**src/rtl/or_nway_pipe_pkg.sv**
```systemverilog
// ============================================================================
// Module  : or_nway_pipe_pkg
// Brief   : Elaboration-time helpers for pipelined reduction trees.
// Revision: 1.0 - initial release
// ============================================================================
`default_nettype none

package or_nway_pipe_pkg;

  // Smallest r with 2**r >= n.
  function automatic int clog2(input int n);
    int r;
    r = 0;
    while ((1 << r) < n) r++;
    return r;
  endfunction

  function automatic int num_stages(input int levels, input int every);
    return (levels + every - 1) / every;
  endfunction

  // The final stage may carry fewer than REG_EVERY levels.
  function automatic int stage_lvls(input int levels, input int every, input int s);
    int rem;
    rem = levels - s * every;
    return (rem < every) ? rem : every;
  endfunction

endpackage

`default_nettype wire

```
**src/rtl/or_tree_stage.sv**
```systemverilog
// ============================================================================
// Module  : or_tree_stage
// Brief   : Combinational reduction of IN_W bits through LVLS levels of 2-input ORs.
// Revision: 1.0 - initial release
// ============================================================================
`default_nettype none

module or_tree_stage #(
  parameter int IN_W = 4,
  parameter int LVLS = 2
) (
  input  logic [IN_W-1:0]          in,
  output logic [(IN_W>>LVLS)-1:0]  out
);

  for (genvar l = 0; l <= LVLS; l++) begin : g_lvl
    localparam int W = IN_W >> l;
    logic [W-1:0] w_v;
    if (l == 0) begin : g_leaf
      assign w_v = in;
    end else begin : g_node
      for (genvar j = 0; j < W; j++) begin : g_or
        assign w_v[j] = g_lvl[l-1].w_v[2*j] | g_lvl[l-1].w_v[2*j+1];
      end
    end
  end

  assign out = g_lvl[LVLS].w_v;

endmodule

`default_nettype wire

```
**src/rtl/or_nway_pipe.sv**
```systemverilog
// ============================================================================
// Module  : or_nway_pipe
// Brief   : Pipelined per-channel OR reduction with a sticky accumulator.
// Revision: 1.0 - initial release
// ============================================================================
`default_nettype none

module or_nway_pipe
  import or_nway_pipe_pkg::*;
#(
  parameter int WIDTH     = 16,
  parameter int CHANNELS  = 2,
  parameter int REG_EVERY = 2
) (
  input  logic                      clk,
  input  logic                      reset,
  input  logic                      in_valid,
  input  logic [CHANNELS*WIDTH-1:0] in_data,
  input  logic                      sticky_en,
  input  logic                      clear,
  output logic                      out_valid,
  output logic [CHANNELS-1:0]       out,
  output logic [CHANNELS-1:0]       sticky
);

  localparam int LEVELS = clog2(WIDTH);
  localparam int STAGES = num_stages(LEVELS, REG_EVERY);
  localparam int PAD    = 1 << LEVELS;

  logic [STAGES-1:0]   r_valid;
  logic                w_res_valid;
  logic [CHANNELS-1:0] w_res;
  logic [CHANNELS-1:0] r_sticky;

  if (STAGES == 1) begin : g_vchain_one
    assign w_res_valid = in_valid;
    always_ff @(posedge clk or posedge reset) begin
      if (reset) r_valid <= '0;
      else       r_valid <= in_valid;
    end
  end else begin : g_vchain
    assign w_res_valid = r_valid[STAGES-2];
    always_ff @(posedge clk or posedge reset) begin
      if (reset) r_valid <= '0;
      else       r_valid <= {r_valid[STAGES-2:0], in_valid};
    end
  end

  assign out_valid = r_valid[STAGES-1];

  for (genvar c = 0; c < CHANNELS; c++) begin : g_ch
    logic [PAD-1:0] w_leaf;
    // Zero-extension supplies the padding leaves for non-power-of-two widths.
    assign w_leaf = PAD'(in_data[c*WIDTH +: WIDTH]);

    for (genvar s = 0; s < STAGES; s++) begin : g_st
      localparam int LV    = stage_lvls(LEVELS, REG_EVERY, s);
      localparam int IN_W  = PAD >> (s * REG_EVERY);
      localparam int OUT_W = IN_W >> LV;

      logic [IN_W-1:0]  w_in;
      logic [OUT_W-1:0] w_out;
      logic [OUT_W-1:0] r_q;

      if (s == 0) begin : g_src_leaf
        assign w_in = w_leaf;
      end else begin : g_src_prev
        assign w_in = g_st[s-1].r_q;
      end

      or_tree_stage #(
        .IN_W (IN_W),
        .LVLS (LV)
      ) u_tree (
        .in  (w_in),
        .out (w_out)
      );

      if (s == STAGES - 1) begin : g_last
        // Gate with valid so out reads 0 whenever out_valid is low.
        always_ff @(posedge clk or posedge reset) begin
          if (reset) r_q <= '0;
          else       r_q <= w_out & {OUT_W{w_res_valid}};
        end
      end else begin : g_mid
        always_ff @(posedge clk or posedge reset) begin
          if (reset) r_q <= '0;
          else       r_q <= w_out;
        end
      end
    end

    assign w_res[c] = g_st[STAGES-1].w_out[0];
    assign out[c]   = g_st[STAGES-1].r_q[0];
  end

  // Clear applies first, so a result arriving with clear still lands.
  always_ff @(posedge clk or posedge reset) begin
    if (reset) r_sticky <= '0;
    else       r_sticky <= (clear ? '0 : r_sticky) |
                           ((sticky_en && w_res_valid) ? w_res : '0);
  end

  assign sticky = r_sticky;

endmodule

`default_nettype wire

```
**config.mk**
```make
export PLATFORM = sky130hd
export DESIGN_NAME = or_nway_pipe
export DESIGN_NICKNAME = d
export VERILOG_FILES = /design/src/rtl/or_nway_pipe_pkg.sv /design/src/rtl/or_tree_stage.sv /design/src/rtl/or_nway_pipe.sv
export SDC_FILE = /design/constraint.sdc
export NUM_CORES = 1
export LEC_CHECK = 0
export ABC_AREA = 1
export CORE_MARGIN = 3
export CORE_UTILIZATION = 31
export CTS_CLUSTER_DIAMETER = 60
export DETAILED_ROUTE_END_ITERATION = 10
export PLACE_DENSITY = 0.76
export SLEW_MARGIN = 40
export SYNTH_ARGS = -nofsm -noshare
export SYNTH_HDL_FRONTEND = slang
export SYNTH_SLANG_ARGS = --single-unit
```
**constraint.sdc**
```tcl
create_clock -name clk -period 0.9 [get_ports clk]
set_input_delay 0.09 -clock clk [delete_from_list [all_inputs] [get_ports clk]]
set_output_delay 0.09 -clock clk [all_outputs]
set_load 0.01 [all_outputs]
```
==> results of run 1 <==
final timing paths:
path | slack (ns) | end | depth (start not counted) | startpoint
worst max register to register | 0.14 | sticky[1]$_DFF_PP0_ | 4 | g_ch[1].g_st[0].r_q[1]$_DFF_PP0_
worst min-delay path | 0.1 | g_ch[0].g_st[0].r_q[3]$_DFF_PP0_ | 3 | reset
min in group clk | 0.25 | r_valid[0]$_DFF_PP0_ | 1 | in_valid
worst min register to register | 0.42 | r_valid[1]$_DFF_PP0_ | 0 | r_valid[0]$_DFF_PP0_
worst max-delay path | 0.02 | sticky[1] | 1 | sticky[1]$_DFF_PP0_
max in group asynchronous | 0.64 | g_ch[1].g_st[0].r_q[1]$_DFF_PP0_ | 3 | reset
cells in the mapped netlist:
cell,n
nor2_2,4
nand2_1,17
inv_1,4
a21oi_1,2
buf_4,2
nor2_1,16
dfrtp_1,14
metal layers:
metal	up-vias	routed length (um)	global-route usage, %
met2	25	584	17.4
li1	261	-	-
met5	-	0	0
met3	2	120	4.89
met1	216	348	8.16
met4	0	13	3.23
power by group:
group / leakage (nW) / total, W / internal, W / switching, W
sequential: 0.144 / 0.000664 / 0.000654 / 0.00000996
combinational: 0.251 / 0.000227 / 0.000164 / 0.0000628
clock: 0.0210 / 0.000433 / 0.000246 / 0.000187
logic make-up after synthesis:
kind of cell / Yosys count / synth area share, %
DFF: 14 / 65.0
AOI/OAI and AO/OA: 2 / 1.86
buffers and inverters: 6 / 5.57
and+or+nand+nor: 37 / 27.6
repair_timing:
| action | CTS | global route |
|---|---|---|
| gates cloned | 0 | 0 |
| gates resized for setup | 20 | 0 |
| endpoints found under the setup margin | 5 | 1 |
tightest hold or removal path: cells and delay by family:
| kind | cells | cell delay (ns) |
|---|---|---|
| buf+inv | 3 | 0.64 |
cell type report:
class | count | area, um^2 | area share [%]
Inverter | 4 | 15.0 | 1.54
Clock buffer | 4 | 36.3 | 3.73
Multi-Input combinational cell | 39 | 159 | 16.3
Sequential cell | 14 | 350 | 36.0
Tap cell | 16 | 20.0 | 2.06
Timing Repair Buffer | 42 | 393 | 40.4
state kept, by name, summed over array words and instances, names as in the netlist:
register,flops
r_valid,2
sticky,2
g_ch.g_st.r_q,10
cell usage in the layout, fill, tap and decap left out, drive strengths merged:
cell           count
inv                4
dfrtp             14
nand2             17
buf                6
clkbuf             4
a21oi              2
nor2              20
clkdlybuf4s50     36
stage by stage:
step	setup TNS [ns]	power, W	utilization [%]	hold slack [ns]
2_1_floorplan	0	0.000734	-	-0.0208
4_1_cts	0	0.00135	61.7	0.0984
5_1_grt	-0.000461	0.00139	61.7	0.126
3_3_place_gp	-0.0947	0.000918	61.0	0.395
3_5_place_dp	-0.103	0.000922	61.0	0.397
6_report	0	0.00132	61.7	0.0989
==> key figures, run 1 <==
Route
  • DR vias: 504
  • First-iteration detailed-routing DRC count: 1
  • Via-per-instance ratio: 4.24
  • Total Routed Length: 1.07 mm
  • Number of detailed-route iterations in the first pass: 3
  • Number of design rule violations left after detail routing: 0
  • Remaining antenna violation count: 0
  • Detailed-route wire length per cell: 8.97 um

Floorplan
  • Full die area: 2280 um^2
  • Number of placed I/O pins: 42
  • Initial standard-cell utilization of the core: 34.2%
  • Overall die width: 47.7 um
  • Die height: 47.7 um
  • Num rows: 14
  • Core Footprint: 1580 um^2

Placed design
  • Port Buf Inserts: 41
  • Placed Instances: 115
  • Post-DP HPWL: 915 um
  • Minimum setup slack after placement: -0.0417 ns
  • Area post-placement: 962 um^2
  • Global placer's final weighted congestion: 0.720

Clocking
  • Cell at the root of the clock tree: clkbuf_4
  • TritonCTS sink count: 14
  • Maximum buffer depth of the clock tree: 2
  • Quantity of hold-fixing buffers added after cts: 0
  • Clock-pin transition on the worst setup and hold timing paths: 0.08 ns
  • Number of buffers inserted during clock tree synthesis: 3
  • H-tree levels: 1
  • Clock tree from TritonCTS: built
  • Post-CTS repair timing setup buffer count: 0
  • Skew-Pair Late Insertion Delay: 0.27 ns

Synth
  • Avg Synthesized Cell Area: 9.14 um^2
  • Area leader, netlist: dfrtp_1
  • Number of nets produced by synthesis: 96
  • Syn. warnings: 0
  • Post-Syn Instances: 59
  • Seq/Total Area, Yosys: 65.0%
  • Leading post-synthesis cells by cell area: dfrtp_1, nand2_1, nor2_1
  • Number of distinct standard cells referenced by the synthesized netlist: 7
  • Post-Syn Area: 539 um^2
  • Top-area cell type share of the netlist area: 65.0%
  • Number of storage elements in the synthesis netlist: 14

Cells and area
  • Fraction of layout cells with a size suffix above 1: 13.6%
  • FILL cells: 141
  • Total Nets Final: 141
  • Growth of design area from synthesis to finish: 80.5%
  • Final instance count without filler cells: 119
  • Antenna fix cells: 0
  • Area of all placed cells without fillers: 973 um^2

GRT
  • Via count of the first global-routing pass: 408
  • Pin count of the biggest net entering global routing: 15
  • Wire length of the first global-routing pass: 1.46 mm
  • Global-route total usage across every layer: 9.23%
  • Total grt overflow: 0
  • Antenna violations before repair: 0

Setup path
  • Worst endpoint required time: 0.81 ns
  • Kind of start point of the critical path: register
  • Cell at the slowest stage of the critical path: dfrtp_1
  • Worst setup path category: reg -> out
  • Worst Path Max Fanout: 2
  • CP endpoint kind: output port
  • Delay contributed by the slowest stage of the critical path: 0.38 ns
  • Critical Path, Cell by Cell: buf_2
  • Buffers and inverters on the worst path: 1
  • Kind of cell adding the most delay to the critical path: flip-flops
  • Worst path arrival time: 0.79 ns

STA
  • Share of the clock period used by the worst path: 97.3%
  • Unrepaired setup endpoints after global routing: yes
  • Final WS setup: 0.0241 ns
  • Min cycle time layout: 0.876 ns
  • Final Max Tran Viols: 0
  • Worst-Margin Slew: 0.166 ns
  • Worst-case clock skew: 0.00124 ns
  • Max transition margin: 88.9%
  • Count of final hold-check violations: 0
  • Final setup violation count: 0
  • Maximum clock rate: 1140 MHz

Outcome
  • Status: finished, final reports clean

Pwr
  • Power per standard cell area: 1360 nW/um^2
  • P_leak: 0.416 nW
  • Maximum resistive drop on vdd: 0.611 mV

Worst hold path
  • Kind of path behind the tightest hold check: in -> async

Job
  • Number of max-cap violations: 0
Note: power is estimated with default switching activity, not from simulation.
==> inputs of run 2 (changes only) <==
Settings changed: CORE_ASPECT_RATIO from default to 1.25, CTS_CLUSTER_DIAMETER 60 to default, SKIP_LAST_GASP from default to 1.
==> run 2 against run 1 <==
Effect of this change:
- critical endpoint unchanged
- sequential share of layout area decreased by 0.37 points
- largest power group unchanged
- largest cell class unchanged
- utilization shrank 0.34 points
- non-clock buffer count is 1 higher
==> key figures, run 2 (same netlist as run 1, synthesis figures left out) <==
Outcome
  • Status: finished, final reports clean

Floorplan
  • Num rows: 16
  • Number of placed I/O pins: 42
  • Initial standard-cell utilization of the core: 33.7%
  • Die height: 52.6 um
  • Overall die width: 43.3 um
  • Core Footprint: 1600 um^2
  • Full die area: 2280 um^2

Route
  • Number of design rule violations left after detail routing: 0
  • Number of detailed-route iterations in the first pass: 4
  • First-iteration detailed-routing DRC count: 3
  • DR vias: 499
  • Remaining antenna violation count: 0
  • Via-per-instance ratio: 4.09
  • Total Routed Length: 1.08 mm
  • Detailed-route wire length per cell: 8.86 um

GRT
  • Wire length of the first global-routing pass: 1.83 mm
  • Via count of the first global-routing pass: 469
  • Global-route total usage across every layer: 11.6%
  • Antenna violations before repair: 0
  • Pin count of the biggest net entering global routing: 15
  • Total grt overflow: 0

Setup path
  • Kind of start point of the critical path: register
  • Critical register-to-register path endpoint: sticky[0]$_DFF_PP0_
  • Critical Path, Cell by Cell: buf_2
  • Worst setup path category: reg -> out
  • Worst path arrival time: 0.79 ns
  • Worst Path Max Fanout: 2
  • Logic depth of the worst register-to-register path: 4
  • CP endpoint kind: output port
  • Logic depth of the worst path, buffers included: 1
  • Worst reg2reg setup slack: 0.12 ns
  • Delay contributed by the slowest stage of the critical path: 0.38 ns
  • Buffers and inverters on the worst path: 1
  • Cell at the slowest stage of the critical path: dfrtp_1
  • R2r startpoint: g_ch[0].g_st[0].r_q[1]$_DFF_PP0_
  • Kind of cell adding the most delay to the critical path: flip-flops
  • Worst endpoint required time: 0.81 ns

Cells and area
  • Area occupied by multi-input gates: 159 um^2
  • Total Nets Final: 142
  • Core Util, Final: 61.4%
  • Growth of design area from synthesis to finish: 82.4%
  • Register cell area after layout: 350 um^2
  • FILL cells: 149
  • Antenna fix cells: 0
  • Final instance count without filler cells: 122
  • Largest register by flop count: g_ch.g_st.r_q
  • Top library cells by usage in the layout, fill and taps aside: clkdlybuf4s50_1, nand2_1, nor2_1
  • Fraction of layout cells with a size suffix above 1: 14.4%
  • Max FFs per register: 10
  • Most common library cell in the layout ignoring fill and taps: clkdlybuf4s50_1

Pwr
  • P_leak: 0.421 nW
  • Proportion of power drawn by flip-flops and latches: 50.0%
  • Clock share of power: 32.4%
  • Combinational share of power: 17.6%
  • Internal power summed over all cells: 0.00107 W
  • Switching portion of total power: 19.6%
  • Switching power of the nets: 0.000261 W
  • Maximum resistive drop on vdd: 0.822 mV
  • Power per standard cell area: 1350 nW/um^2

STA
  • Final Max Tran Viols: 0
  • Maximum clock rate: 1140 MHz
  • Worst-Margin Slew: 0.173 ns
  • Count of final hold-check violations: 0
  • Unrepaired setup endpoints after global routing: yes
  • Share of the clock period used by the worst path: 97.7%
  • Min cycle time layout: 0.879 ns
  • Final setup violation count: 0
  • Max transition margin: 88.5%
  • Worst-case clock skew: 0.00105 ns

Clocking
  • Cell at the root of the clock tree: clkbuf_4
  • Quantity of hold-fixing buffers added after cts: 0
  • Skew-Pair Late Insertion Delay: 0.27 ns
  • Clock tree from TritonCTS: built
  • Maximum buffer depth of the clock tree: 2
  • H-tree levels: 1
  • Clock-pin transition on the worst setup and hold timing paths: 0.08 ns
  • Number of buffers inserted during clock tree synthesis: 3
  • TritonCTS sink count: 14

Worst hold path
  • Kind of path behind the tightest hold check: in -> async

Placed design
  • Placed Instances: 117
  • Post-DP HPWL: 940 um
  • Port Buf Inserts: 41
  • Global placer's final weighted congestion: 0.637

Job
  • Number of max-cap violations: 0
## run 2: layout make-up
cell class | instances | area share (%)
Inverter | 4 | 1.53
Multi-Input combinational cell | 39 | 16.2
Timing Repair Buffer | 43 | 40.7
Clock buffer | 4 | 3.69
Tap cell | 18 | 2.29
Sequential cell | 14 | 35.6
## run 2: how the worst max path moves through the flow
stage / startpoint / endpoint / slack (ns)
after floorplan: g_ch[0].g_st[0].r_q[1]$_DFF_PP0_ / sticky[0]$_DFF_PP0_ / 0.19
after global placement: sticky[0]$_DFF_PP0_ / sticky[0] / -0.03
after detailed placement: sticky[1]$_DFF_PP0_ / sticky[1] / -0.05
after CTS: sticky[1]$_DFF_PP0_ / sticky[1] / 0.007
after global routing: sticky[1]$_DFF_PP0_ / sticky[1] / -0.03
final: sticky[1]$_DFF_PP0_ / sticky[1] / 0.02
## run 2: what timing repair did
item,CTS,global route
setup endpoints to repair,5,3
gates cloned,0,0
hold endpoints to repair,0,0
setup buffers,0,1
gates resized for setup,20,0
## run 2: worst reg2reg max path: cells and delay by family (launching register included)
| family | cells | cell delay, ns |
|---|---|---|
| DFF | 1 | 0.37 |
| and+or+nand+nor | 4 | 0.30 |
## run 2: power groups by stage
| stage | clock network, W | logic, W | registers, W |
|---|---|---|---|
| 3_5_place_dp | 0 | 0.000247 | 0.000679 |
| 4_1_cts | 0.000447 | 0.000233 | 0.000666 |
| 2_1_floorplan | 0 | 0.0000520 | 0.000682 |
| 3_3_place_gp | 0 | 0.000241 | 0.000677 |
| 6_report | 0.000431 | 0.000234 | 0.000665 |
| 5_1_grt | 0.000483 | 0.000256 | 0.000668 |
## run 2: per-layer routing
layer	share of wire (%)	up-vias	GRT usage, %
met1	32	201	11.0
met5	0	-	0
met4	1.9	0	7.54
met3	16	2	5.50
li1	-	263	-
met2	50	33	19.7
## run 2: through the flow
| stage | hold WS (ns) | TNS (ns) | area [um^2] | setup slack [ns] | total power [W] |
|---|---|---|---|---|---|
| 2_1_floorplan | -0.0208 | 0 | 539 | 0.191 | 0.000734 |
| 3_3_place_gp | 0.390 | -0.0885 | 965 | -0.0339 | 0.000917 |
| 3_5_place_dp | 0.394 | -0.158 | 965 | -0.0548 | 0.000925 |
| 4_1_cts | 0.0998 | 0 | 976 | 0.00749 | 0.00135 |
| 5_1_grt | 0.105 | -0.0480 | 983 | -0.0339 | 0.00141 |
| 6_report | 0.100 | 0 | 983 | 0.0210 | 0.00133 |
